[config.mk]
export PLATFORM = sky130hd
export DESIGN_NAME = weight_posterior_estimator_flat
export DESIGN_NICKNAME = d
export VERILOG_FILES = /design/src/rtl/weight_posterior_estimator_pkg.sv /design/src/rtl/weight_posterior_estimator_if.sv /design/src/rtl/weight_posterior_estimator_bit_vote_counter.sv /design/src/rtl/weight_posterior_estimator.sv /design/src/flat_wrapper.sv
export SDC_FILE = /design/constraint.sdc
export NUM_CORES = 1
export LEC_CHECK = 0
export ABC_AREA = 1
export CORE_MARGIN = 2
export CORE_UTILIZATION = 64
export CTS_CLUSTER_SIZE = 16
export DETAILED_ROUTE_END_ITERATION = 10
export PLACE_DENSITY_LB_ADDON = 0.08
export SYNTH_ARGS = -nofsm -noshare
export SYNTH_HDL_FRONTEND = slang
export SYNTH_SLANG_ARGS = --single-unit
[constraint.sdc]
create_clock -name clk -period 7 [get_ports clk]
set_clock_uncertainty 0.2 [all_clocks]
set_input_delay 1.4 -clock clk [delete_from_list [all_inputs] [get_ports clk]]
set_output_delay 1.4 -clock clk [all_outputs]
set_load 0.01 [all_outputs]
[src/rtl/weight_posterior_estimator_pkg.sv]
// Shared definitions for the weight posterior estimator: FSM state encoding and counter width helper.
// Optional feature macro used across the slice: BIT_FLIP_STATS_EN.
package weight_posterior_estimator_pkg;

    typedef enum logic [1:0] {
        IDLE  = 2'd0,
        ACCUM = 2'd1,
        DONE  = 2'd2
    } state_t;

    // Per-bit vote counters must hold the full count N = 2**log_samples.
    function automatic int unsigned cnt_w(input int unsigned log_samples);
        return log_samples + 1;
    endfunction

endpackage

[src/rtl/weight_posterior_estimator_if.sv]
// Sample-in / estimate-out handshake bundle for weight_posterior_estimator.
// flip_total (and LOG_SAMPLES, which sizes it) exist only when BIT_FLIP_STATS_EN is defined.
interface weight_posterior_estimator_if #(
    parameter int unsigned WORD_SIZE   = 8
`ifdef BIT_FLIP_STATS_EN
   ,parameter int unsigned LOG_SAMPLES = 4
`endif
);

    logic                 start;
    logic                 in_valid;
    logic                 in_ready;
    logic [WORD_SIZE-1:0] in_sample;
    logic                 out_valid;
    logic                 out_ready;
    logic [WORD_SIZE-1:0] est_weight;
    logic [WORD_SIZE-1:0] est_confidence;
    logic                 busy;
`ifdef BIT_FLIP_STATS_EN
    logic [WORD_SIZE*LOG_SAMPLES-1:0] flip_total;

    modport master (
        output start, in_valid, in_sample, out_ready,
        input  in_ready, out_valid, est_weight, est_confidence, busy, flip_total
    );

    modport slave (
        input  start, in_valid, in_sample, out_ready,
        output in_ready, out_valid, est_weight, est_confidence, busy, flip_total
    );
`else
    modport master (
        output start, in_valid, in_sample, out_ready,
        input  in_ready, out_valid, est_weight, est_confidence, busy
    );

    modport slave (
        input  start, in_valid, in_sample, out_ready,
        output in_ready, out_valid, est_weight, est_confidence, busy
    );
`endif

endinterface

[src/rtl/weight_posterior_estimator_bit_vote_counter.sv]
// One bit lane of the estimator: counts ones seen on this bit and flags majority/confidence.
// Minority count output exists only when BIT_FLIP_STATS_EN is defined.
module bit_vote_counter
    import weight_posterior_estimator_pkg::*;
#(
    parameter int unsigned LOG_SAMPLES = 4,
    parameter int unsigned CONF_THRESH = 14
) (
    input  logic                        clk,
    input  logic                        rst,
    input  logic                        clear_i,
    input  logic                        inc_i,
    output logic                        majority_o,
    output logic                        confident_o
`ifdef BIT_FLIP_STATS_EN
   ,output logic [cnt_w(LOG_SAMPLES)-1:0] minority_o
`endif
);

    localparam int unsigned CNT_W = cnt_w(LOG_SAMPLES);
    localparam int unsigned N     = 1 << LOG_SAMPLES;
    localparam logic [CNT_W-1:0] HALF = CNT_W'(N / 2);
    localparam logic [CNT_W-1:0] FULL = CNT_W'(N);
    localparam logic [CNT_W-1:0] THR  = CNT_W'(CONF_THRESH);

    logic [CNT_W-1:0] cnt_q, cnt_d;
    logic [CNT_W-1:0] disagree;

    // Flags follow the post-update count so the top can capture them on the final sample's edge.
    always_comb begin
        cnt_d = cnt_q;
        if (clear_i) begin
            cnt_d = '0;
        end else if (inc_i) begin
            cnt_d = cnt_q + CNT_W'(1);
        end
    end

    always_ff @(posedge clk) begin
        if (rst) begin
            cnt_q <= '0;
        end else begin
            cnt_q <= cnt_d;
        end
    end

    assign disagree    = FULL - cnt_d;
    assign majority_o  = (cnt_d > HALF);
    assign confident_o = (cnt_d >= THR) || (disagree >= THR);

`ifdef BIT_FLIP_STATS_EN
    assign minority_o = (cnt_d < disagree) ? cnt_d : disagree;
`endif

endmodule

[src/rtl/weight_posterior_estimator.sv]
// Collects N perturbed weight samples and emits a per-bit majority estimate with confidence mask.
// Defining BIT_FLIP_STATS_EN adds flip_total, the summed minority vote across all bits.
module weight_posterior_estimator
    import weight_posterior_estimator_pkg::*;
#(
    parameter int unsigned WORD_SIZE   = 8,
    parameter int unsigned LOG_SAMPLES = 4,
    parameter int unsigned CONF_THRESH = 14
) (
    input  logic                        clk,
    input  logic                        rst,
    weight_posterior_estimator_if.slave bus
);

    localparam int unsigned CNT_W = cnt_w(LOG_SAMPLES);
    localparam int unsigned N     = 1 << LOG_SAMPLES;
    localparam logic [CNT_W-1:0] LAST_IDX = CNT_W'(N - 1);

    state_t               state_q, state_d;
    logic [CNT_W-1:0]     sample_cnt_q, sample_cnt_d;
    logic                 out_valid_q, out_valid_d;
    logic [WORD_SIZE-1:0] est_weight_q, est_weight_d;
    logic [WORD_SIZE-1:0] est_conf_q, est_conf_d;

    logic                 accum_hs;
    logic                 last_hs;
    logic                 clear_cnt;
    logic [WORD_SIZE-1:0] majority;
    logic [WORD_SIZE-1:0] confident;

`ifdef BIT_FLIP_STATS_EN
    localparam int unsigned FLIP_W = WORD_SIZE * LOG_SAMPLES;
    logic [CNT_W-1:0]  minority [WORD_SIZE];
    logic [FLIP_W-1:0] flip_sum;
    logic [FLIP_W-1:0] flip_total_q, flip_total_d;
`endif

    assign accum_hs  = (state_q == ACCUM) && bus.in_valid;
    assign last_hs   = accum_hs && (sample_cnt_q == LAST_IDX);
    assign clear_cnt = (state_q == IDLE) && bus.start;

    for (genvar gi = 0; gi < WORD_SIZE; gi++) begin : g_bit
        bit_vote_counter #(
            .LOG_SAMPLES (LOG_SAMPLES),
            .CONF_THRESH (CONF_THRESH)
        ) u_vote (
            .clk         (clk),
            .rst         (rst),
            .clear_i     (clear_cnt),
            .inc_i       (accum_hs && bus.in_sample[gi]),
            .majority_o  (majority[gi]),
            .confident_o (confident[gi])
`ifdef BIT_FLIP_STATS_EN
           ,.minority_o  (minority[gi])
`endif
        );
    end

`ifdef BIT_FLIP_STATS_EN
    always_comb begin
        flip_sum = '0;
        for (int unsigned i = 0; i < WORD_SIZE; i++) begin
            flip_sum = flip_sum + FLIP_W'(minority[i]);
        end
    end
`endif

    always_comb begin
        state_d      = state_q;
        sample_cnt_d = sample_cnt_q;
        out_valid_d  = out_valid_q;
        est_weight_d = est_weight_q;
        est_conf_d   = est_conf_q;
`ifdef BIT_FLIP_STATS_EN
        flip_total_d = flip_total_q;
`endif
        case (state_q)
            IDLE: begin
                if (bus.start) begin
                    state_d      = ACCUM;
                    sample_cnt_d = '0;
                end
            end
            ACCUM: begin
                if (accum_hs) begin
                    sample_cnt_d = sample_cnt_q + CNT_W'(1);
                end
                if (last_hs) begin
                    state_d      = DONE;
                    out_valid_d  = 1'b1;
                    est_weight_d = majority;
                    est_conf_d   = confident;
`ifdef BIT_FLIP_STATS_EN
                    flip_total_d = flip_sum;
`endif
                end
            end
            DONE: begin
                // start is deliberately not looked at here, even on the handshake cycle.
                if (bus.out_ready) begin
                    state_d     = IDLE;
                    out_valid_d = 1'b0;
                end
            end
            default: begin
                state_d     = IDLE;
                out_valid_d = 1'b0;
            end
        endcase
    end

    always_ff @(posedge clk) begin
        if (rst) begin
            state_q      <= IDLE;
            sample_cnt_q <= '0;
            out_valid_q  <= 1'b0;
            est_weight_q <= '0;
            est_conf_q   <= '0;
`ifdef BIT_FLIP_STATS_EN
            flip_total_q <= '0;
`endif
        end else begin
            state_q      <= state_d;
            sample_cnt_q <= sample_cnt_d;
            out_valid_q  <= out_valid_d;
            est_weight_q <= est_weight_d;
            est_conf_q   <= est_conf_d;
`ifdef BIT_FLIP_STATS_EN
            flip_total_q <= flip_total_d;
`endif
        end
    end

    assign bus.in_ready       = (state_q == ACCUM);
    assign bus.busy           = (state_q != IDLE);
    assign bus.out_valid      = out_valid_q;
    assign bus.est_weight     = est_weight_q;
    assign bus.est_confidence = est_conf_q;
`ifdef BIT_FLIP_STATS_EN
    assign bus.flip_total     = flip_total_q;
`endif

endmodule

[src/flat_wrapper.sv]
// flat-port wrapper written by rule: the top's interface ports become plain ports
module weight_posterior_estimator_flat import weight_posterior_estimator_pkg::*;
#(
    parameter int unsigned WORD_SIZE   = 8,
    parameter int unsigned LOG_SAMPLES = 4,
    parameter int unsigned CONF_THRESH = 14
)
  (clk, rst, bus_start, bus_in_valid, bus_in_sample, bus_out_ready, bus_in_ready, bus_out_valid, bus_est_weight, bus_est_confidence, bus_busy);
  weight_posterior_estimator_if #(.WORD_SIZE(WORD_SIZE)) bus_i ();
  input  logic clk;
  input  logic rst;
  input wire logic [$bits(bus_i.start)-1:0] bus_start;
  input wire logic [$bits(bus_i.in_valid)-1:0] bus_in_valid;
  input wire logic [$bits(bus_i.in_sample)-1:0] bus_in_sample;
  input wire logic [$bits(bus_i.out_ready)-1:0] bus_out_ready;
  output wire logic [$bits(bus_i.in_ready)-1:0] bus_in_ready;
  output wire logic [$bits(bus_i.out_valid)-1:0] bus_out_valid;
  output wire logic [$bits(bus_i.est_weight)-1:0] bus_est_weight;
  output wire logic [$bits(bus_i.est_confidence)-1:0] bus_est_confidence;
  output wire logic [$bits(bus_i.busy)-1:0] bus_busy;
  assign bus_i.start = bus_start;
  assign bus_i.in_valid = bus_in_valid;
  assign bus_i.in_sample = bus_in_sample;
  assign bus_i.out_ready = bus_out_ready;
  assign bus_in_ready = bus_i.in_ready;
  assign bus_out_valid = bus_i.out_valid;
  assign bus_est_weight = bus_i.est_weight;
  assign bus_est_confidence = bus_i.est_confidence;
  assign bus_busy = bus_i.busy;
  weight_posterior_estimator #(.WORD_SIZE(WORD_SIZE), .LOG_SAMPLES(LOG_SAMPLES), .CONF_THRESH(CONF_THRESH)) u_core (.clk(clk), .rst(rst), .bus(bus_i));
endmodule
-- Word level (Yosys, flattened, before mapping)
Index checks and enable logic that the tools add are counted.
- add/sub/neg operators: 17
- order comparisons: 24
- equal/unequal tests: 7
- muxes and demuxes: 26
- bitwise logic cells: 1
- reductions and logical operators: 26
- operators with widths (operator ; number):
    $mux W5 ; 18
    $ge A5 B4 Y1 const B ; 16
    $add A5 B1 Y5 const B ; 9
    $gt A5 B4 Y1 const B ; 8
    $sub A5 B5 Y5 const A ; 8
    $logic_and A1 B1 Y1 ; 11
    $pmux W5 S2 ; 1
    $reduce_and A3 Y1 ; 3
    $logic_or A1 B1 Y1 ; 8
    $mux W2 ; 3
    $pmux W2 S3 ; 1
    $eq A5 B4 Y1 const B ; 1
    $ne A2 B1 Y1 const B ; 2
    $ne A2 B2 Y1 const B ; 2
    $reduce_bool A2 Y1 ; 2
    $pmux W1 S3 ; 1
    $eq A2 B1 Y1 const B ; 1
    $eq A2 B2 Y1 const B ; 1
    $logic_not A2 Y1 ; 1
    $mux W1 ; 2
    $reduce_and A2 Y1 ; 1
    $not A1 Y1 ; 1
- flip-flop bits (word level): 64
- bits of input ports: 13
- output and inout port bits: 19

-- Longest topological paths before layout
Gate-level depths: netlist (run 1).
- depth after elaboration: 8
- depth in mapped cells: 14

-- Modules after synthesis
A second synthesis (run 1) with hierarchy kept.
- cell total of the unflattened synthesis: 669
- area, all modules: 4236.6 sq um
- modules (own cells, without submodules) (module ; instances ; cells each ; area each (sq um) ; seq. area each (sq um)):
    bit_vote_counter ; 8 ; 66 ; 400.4 ; 100.1
    weight_posterior_estimator ; 1 ; 141 ; 1033.5 ; 480.5

-- Worst setup path after synthesis (run 1)
No wires, ideal clock.
- path kind: input -> register
- from: in bus_in_valid
- to: reg u_core.est_conf_q[4] (netlist: u_core.bus.est_confidence[4])
- setup time: 0.119 ns
- arrival: 2.954 ns
- slack: 3.726 ns
- stages: 13
- cells stage by stage: buf_2 -> nand3_4 -> buf_12 -> nor2_4 -> nand2_1 -> nand2_1 -> nand2_1 -> ha_1 -> or2_2 -> nand2_1 -> nor2_1 -> nand3_1 -> a21oi_1
- cells in the longest elaborated chain, start to end: 7
- elaborated cells between the ends (all ways): 10
- classes of those cells: 1 x add/sub; 2 x order compare; 2 x mux; 5 x reduce/logical
- RTL lines (what ; RTL line ; RTL):
    start: declaration ; flat_wrapper.sv:13 ; input wire logic [$bits(bus_i.in_valid)-1:0] bus_in_valid;
    $logic_and A1 B1 Y1 * ; weight_posterior_estimator.sv:38 ; assign accum_hs = (state_q == ACCUM) && bus.in_valid;
    $logic_and A1 B1 Y1 ; weight_posterior_estimator.sv:50 ; .inc_i (accum_hs && bus.in_sample[gi]),
    $mux W5 ; weight_posterior_estimator_bit_vote_counter.sv:34 ; end else if (inc_i) begin
    $mux W5 ; weight_posterior_estimator_bit_vote_counter.sv:32 ; if (clear_i) begin
    $sub A5 B5 Y5 ; weight_posterior_estimator_bit_vote_counter.sv:47 ; assign disagree = FULL - cnt_d;
    $ge A5 B4 Y1 ; weight_posterior_estimator_bit_vote_counter.sv:49 ; assign confident_o = (cnt_d >= THR) || (disagree >= THR);
    $logic_or A1 B1 Y1 ; weight_posterior_estimator_bit_vote_counter.sv:49 ;
    end signal: assignment ; weight_posterior_estimator.sv:127 ; est_conf_q <= est_conf_d;
    end: declaration ; weight_posterior_estimator.sv:23 ; logic [WORD_SIZE-1:0] est_conf_q, est_conf_d;
Mark *: on every way between the ends. The rest lies on a longest branch, timed or not.
A chain may end at the register's enable or synchronous reset.

-- Worst setup path in the final report (run 1)
- from: in bus_in_valid
- to: reg u_core.out_valid_q (netlist: u_core.bus.out_valid)
- cells in the longest elaborated chain, start to end: 4
- RTL lines (what ; RTL line ; RTL):
    $logic_and A1 B1 Y1 ; weight_posterior_estimator.sv:38 ;
    $logic_and A1 B1 Y1 ; weight_posterior_estimator.sv:39 ; assign last_hs = accum_hs && (sample_cnt_q == LAST_IDX);
    $ne A2 B1 Y1 (no line) ; n/a ;
    $reduce_and A3 Y1 (no line) ; n/a ;
    end signal: assignment ; weight_posterior_estimator.sv:125 ; out_valid_q <= out_valid_d;
    end: declaration ; weight_posterior_estimator.sv:21 ; logic out_valid_q, out_valid_d;
No other way between the ends.

==> results.json, run 1 <==
{
  "numCtsBuffers": 9,
  "synth_area_leaders": "dfxtp_1, nand2_1, ha_1",
  "grt_max_degree": 48,
  "avgSynthCellArea_um2": 6.51,
  "cts-resized-gates": 0,
  "path_cells": "clkdlybuf4s50_1, nand3_4, nor2_2, nor3_1, o31ai_1, a21oi_1",
  "cp_max_fo": 30,
  "drc": 0,
  "syn_inst": 634,
  "antenna_cells": 0,
  "required_ns": 7.02,
  "worstSetupStartpoint": "bus_in_valid",
  "cts_setup_buffers": 0,
  "max_freq_mhz": 257,
  "synth_common_cells": "nand2_1, nor2_1, inv_1",
  "whs_ns": 0.273,
  "synthesis.nets": 673,
  "end_kind": "flop",
  "slowest_delay_ns": 0.94,
  "drv_cap": 0,
  "cts_hold_buf": 0,
  "dr.pass1.iters": 5,
  "yosysSeqAreaShare": 0.311,
  "yosysWarnings": 0,
  "wl_per_cell_um": 12.4,
  "drt-total-wl_mm": 9.22,
  "period_share": 0.555,
  "clk_pin_slew_ns": 0.07,
  "die_y_um": 84.3,
  "outcome": "finished, final reports clean",
  "period_needed_ns": 3.88,
  "seqCellArea_um2": 1280,
  "antenna_found_initial": 0,
  "synth_edf_count": 0,
  "worstReg2RegStart": "u_core.state_q[0]$_SDFFE_PP0P_",
  "root_buffer": "clkbuf_8",
  "core_um2": 6280,
  "grt_pass1_wl_mm": 15.7,
  "setup_viol": 0,
  "cts.sinks": 64,
  "cts_tree": "built",
  "leakage_nw": 2.30,
  "rsz0062_at_grt": "no",
  "gp_congestion": 0.835,
  "area_growth_syn_to_layout_pct": 12.4,
  "yosys.cell_count.top_type": "nand2_1",
  "synthArstFlopShare": 0,
  "portBuffers": 31,
  "fin_util": 0.739,
  "critPathKind": "in -> reg",
  "cts_max_level": 3,
  "slowest_stage": "nor2_2",
  "std_cell_rows": 29,
  "ys_ff_latch": 64,
  "antenna_left": 0,
  "cts.path.max_buffers": 2,
  "power-per-cell-area_nw_per_um2": 169,
  "worst_slew_pin_slew_ns": 1.08,
  "peakVddDrop_mv": 0.111,
  "overflow": 0,
  "fillCellCount": 520,
  "die_w_um": 84.3,
  "detailed_place_hpwl_mm": 6.45,
  "min_path_type": "reg -> reg",
  "ios": 32,
  "start_util": 0.657,
  "setup_tns_ns": 0,
  "grt.total_usage": 0.271,
  "drtIter0Drc": 181,
  "num_vias": 3949,
  "layout.nets": 700,
  "relSlewSlack": 0.279,
  "synth_ff_type": "dfxtp_1",
  "synth_top_area_share": 0.311,
  "multi_input_area_um2": 2410,
  "layout-drive-gt1-share": 0.0691,
  "die-area_um2": 7100,
  "slew_violations": 0,
  "hold_viol": 0,
  "vias_per_cell": 5.31,
  "netlist_area_um2": 4130,
  "min_from": "u_core.sample_cnt_q[4]$_SDFFE_PP0P_",
  "arrival_ns": 3.90,
  "grt_pass1_vias": 3613,
  "clock_latency_ns": 0.35,
  "start_kind": "primary input",
  "synth_top_area_cell": "dfxtp_1",
  "synthDistinctLibCells": 35
}
metal layers:
layer / vias up / part of all wire / global-route usage
li1: 2051 / - / -
met1: 1782 / 0.43 / 0.315
met2: 96 / 0.49 / 0.478
met3: 20 / 0.050 / 0.0649
met4: 0 / 0.026 / 0.104
met5: - / 0 / 0
power by group:
group          switching (mW)  internal (mW)
logic                  0.0542         0.0290
clock network           0.145          0.183
registers             0.00509          0.367
worst paths after layout:
path / to / slack [ns] / depth (start not counted)
max: u_core.bus.out_valid$_SDFFE_PP0P_ / 3.12 / 6
min: u_core.sample_cnt_q[4]$_SDFFE_PP0P_ / 0.27 / 2
max reg2reg: u_core.bus.out_valid$_SDFFE_PP0P_ / 4.18 / 5
min reg2reg: u_core.sample_cnt_q[4]$_SDFFE_PP0P_ / 0.27 / 2
logic make-up after synthesis:
logic type	count (synthesis)	synth area share
and+or+nand+nor	372	0.402
AOI/OAI and AO/OA	52	0.0676
xor gates and xnor gates	16	0.0340
buffers and inverters	104	0.107
DFF	64	0.311
adders and majority gates	26	0.0789
layout make-up:
| cell class | count | share of cell area |
|---|---|---|
| clock buffers | 13 | 0.0343 |
| multi-input cells | 466 | 0.519 |
| repair buffers | 33 | 0.0702 |
| clock inverters | 3 | 0.00863 |
| well taps | 77 | 0.0208 |
| inverters | 87 | 0.0710 |
| flip-flops and latches | 64 | 0.276 |
placed cells by master, fill, tap and decap left out, drive strengths merged, types with 3 or more instances in the layout:
| cell type | instances |
|---|---|
| o21ai | 27 |
| clkbuf | 13 |
| nand3 | 58 |
| nand4 | 18 |
| dfxtp | 64 |
| nor2 | 92 |
| xor2 | 16 |
| nor3 | 3 |
| inv | 87 |
| a21oi | 18 |
| clkdlybuf4s50 | 31 |
| ha | 26 |
| nand2 | 196 |
per-stage QoR:
stage	power [mW]	instances	worst slack (ns)	area, um2
CTS	0.783	743	3.13	4640
floorplan	0.442	634	3.73	4130
detailed placement	0.463	727	2.76	4440
global route	0.812	743	2.88	4640
finish	0.783	743	3.12	4640
global placement	0.459	727	2.91	4440
flip-flops by register name, indices dropped and copies added, names as in the netlist:
register                   flops
u_core.state_q                 2
u_core.bus.est_weight          8
u_core.bus.est_confidence      8
u_core.g_bit.u_vote.cnt_q     40
u_core.sample_cnt_q            5
u_core.bus.out_valid           1
critical path, delay by kind of cell:
kind / cells / cell delay (ns)
and+or+nand+nor: 3 / 1.42
AOI/OAI and AO/OA: 2 / 0.34
buffers and inverters: 1 / 0.73
No activity file was read; power rests on OpenSTA's default activity.
==> run 2: changes to the inputs <==
--- a/config.mk
+++ b/config.mk
@@ -7,7 +7,7 @@
 export LEC_CHECK = 0
 export ABC_AREA = 1
 export CORE_MARGIN = 2
-export CORE_UTILIZATION = 64
+export CORE_UTILIZATION = 59
 export CTS_CLUSTER_SIZE = 16
 export DETAILED_ROUTE_END_ITERATION = 10
 export PLACE_DENSITY_LB_ADDON = 0.08
==> constraint.sdc (replaced) <==
create_clock -name clk -period 3.7 [get_ports clk]
set_clock_uncertainty 0.2 [all_clocks]
set_input_delay 0.74 -clock clk [delete_from_list [all_inputs] [get_ports clk]]
set_output_delay 0.74 -clock clk [all_outputs]
set_load 0.01 [all_outputs]
==> results.json, run 2 (synthesis gave the netlist of run 1 again) <==
{
  "outcome": "finished, final reports clean",
  "area_growth_syn_to_layout_pct": 15.2,
  "cts_max_level": 3,
  "drt-total-wl_mm": 8.85,
  "grt_pass1_wl_mm": 15.2,
  "cts_hold_buf": 0,
  "period_needed_ns": 2.83,
  "fillCellCount": 591,
  "layout_commonest_cell": "nand2_1",
  "numCtsBuffers": 9,
  "worst-r2r-cell-count": 10,
  "r2r_slack_ns": 0.99,
  "leakage_nw": 2.35,
  "grt_busiest_layer": "met2",
  "num_vias": 3906,
  "overflow": 0,
  "largest_reg_flops": 40,
  "antenna_cells": 0,
  "start_kind": "flop",
  "use_met1": 0.312,
  "slew_violations": 0,
  "layout-drive-gt1-share": 0.0774,
  "rr_endpoint": "u_core.bus.est_confidence[7]$_SDFFE_PP0P_",
  "die-area_um2": 7680,
  "critPathKind": "reg -> out",
  "grt_max_degree": 46,
  "drv_cap": 0,
  "cp_max_fo": 11,
  "slowest_delay_ns": 0.65,
  "ios": 32,
  "fin_util": 0.699,
  "pwr-share-seq": 0.449,
  "min_path_type": "reg -> reg",
  "wl_per_cell_um": 11.5,
  "relSlewSlack": 0.585,
  "drtIter0Drc": 174,
  "p_total_mw": 1.57,
  "max_freq_mhz": 354,
  "die_y_um": 87.6,
  "die_w_um": 87.6,
  "start_util": 0.607,
  "path_cells": "inv_1, nor2_1, clkdlybuf4s50_1",
  "gp_congestion": 0.874,
  "detailed_place_hpwl_mm": 6.32,
  "root_buffer": "clkbuf_8",
  "grt.total_usage": 0.247,
  "portBuffers": 31,
  "cts-resized-gates": 0,
  "antenna_found_initial": 0,
  "cts.sinks": 64,
  "worst_slew_pin_slew_ns": 0.621,
  "setup_tns_ns": 0,
  "rsz0062_at_grt": "no",
  "whs_ns": 0.275,
  "crit_end": "bus_in_ready",
  "clk_pin_slew_ns": 0.07,
  "power-per-cell-area_nw_per_um2": 330,
  "worstReg2RegStart": "u_core.state_q[0]$_SDFFE_PP0P_",
  "cts.path.max_buffers": 2,
  "std_cell_rows": 30,
  "drc": 0,
  "vias_per_cell": 5.09,
  "antenna_left": 0,
  "core_um2": 6790,
  "layout.nets": 706,
  "period_share": 0.764,
  "end_kind": "output port",
  "p_clk_frac": 0.448,
  "switchingPower_mw": 0.378,
  "comb_power_share": 0.103,
  "switching_share": 0.241,
  "arrival_ns": 1.89,
  "p_int_mw": 1.19,
  "dr.pass1.iters": 4,
  "met3_usage": 0.0462,
  "slowest_stage": "dfxtp_1",
  "cts_setup_buffers": 0,
  "hold_viol": 0,
  "grtUsageMet2": 0.422,
  "grt_pass1_vias": 3531,
  "layout_common_cells": "nand2_1, nor2_1, inv_1",
  "setup_viol": 0,
  "required_ns": 2.76,
  "peakVddDrop_mv": 0.218,
  "worstSetupStartpoint": "u_core.state_q[0]$_SDFFE_PP0P_",
  "clock_latency_ns": 0.34,
  "cts_tree": "built",
  "top_register": "u_core.g_bit.u_vote.cnt_q"
}
==> run 2: power groups by stage <==
stage               sequential [mW]  combinational (mW)  clock (mW)
floorplan                     0.715               0.122           0
global placement              0.719               0.157           0
detailed placement            0.720               0.161           0
CTS                           0.704               0.162       0.707
global route                  0.704               0.182       0.744
finish                        0.704               0.162       0.703
==> run 2: metrics by stage <==
stage                     area [um2]  setup WS [ns]  std cells
after floorplan                 4130           1.09        634
after global placement          4520          0.623        752
after detailed placement        4520          0.558        752
after CTS                       4750          0.894        768
after global routing            4750          0.708        768
final                           4750          0.874        768
==> run 2: final cells by class <==
cell class | instances | area, um2 | area share
clock inverter | 2 | 60.1 | 0.0126
inverter | 87 | 329 | 0.0692
clock buffer | 14 | 173 | 0.0363
timing repair buffer | 39 | 383 | 0.0806
sequential | 64 | 1280 | 0.270
multi-input combinational | 466 | 2410 | 0.506
tap | 96 | 120 | 0.0253
==> run 2: worst min-delay path by stage <==
| stage | cells after the start | slack, ns | to | startpoint |
|---|---|---|---|---|
| floorplan | 2 | 0.24 | u_core.sample_cnt_q[4]$_SDFFE_PP0P_ | u_core.sample_cnt_q[4]$_SDFFE_PP0P_ |
| global placement | 2 | 0.25 | u_core.sample_cnt_q[4]$_SDFFE_PP0P_ | u_core.sample_cnt_q[4]$_SDFFE_PP0P_ |
| detailed placement | 2 | 0.26 | u_core.sample_cnt_q[4]$_SDFFE_PP0P_ | u_core.sample_cnt_q[4]$_SDFFE_PP0P_ |
| CTS | 2 | 0.28 | u_core.sample_cnt_q[4]$_SDFFE_PP0P_ | u_core.sample_cnt_q[4]$_SDFFE_PP0P_ |
| global route | 2 | 0.31 | u_core.sample_cnt_q[4]$_SDFFE_PP0P_ | u_core.sample_cnt_q[4]$_SDFFE_PP0P_ |
| finish | 2 | 0.28 | u_core.sample_cnt_q[4]$_SDFFE_PP0P_ | u_core.sample_cnt_q[4]$_SDFFE_PP0P_ |
==> run 2: critical path, delay by kind of cell (launching register included) <==
kind	cells	cell delay [ns]
flip-flops	1	0.65
buffers and inverters	2	0.69
AND/OR/NAND/NOR	1	0.21
==> run 2: routing by layer <==
| layer | vias up | wire length (um) |
|---|---|---|
| met2 | 88 | 4040 |
| met1 | 1736 | 4090 |
| met3 | 24 | 480 |
| li1 | 2058 | - |
| met4 | 0 | 246 |
| met5 | - | 0 |
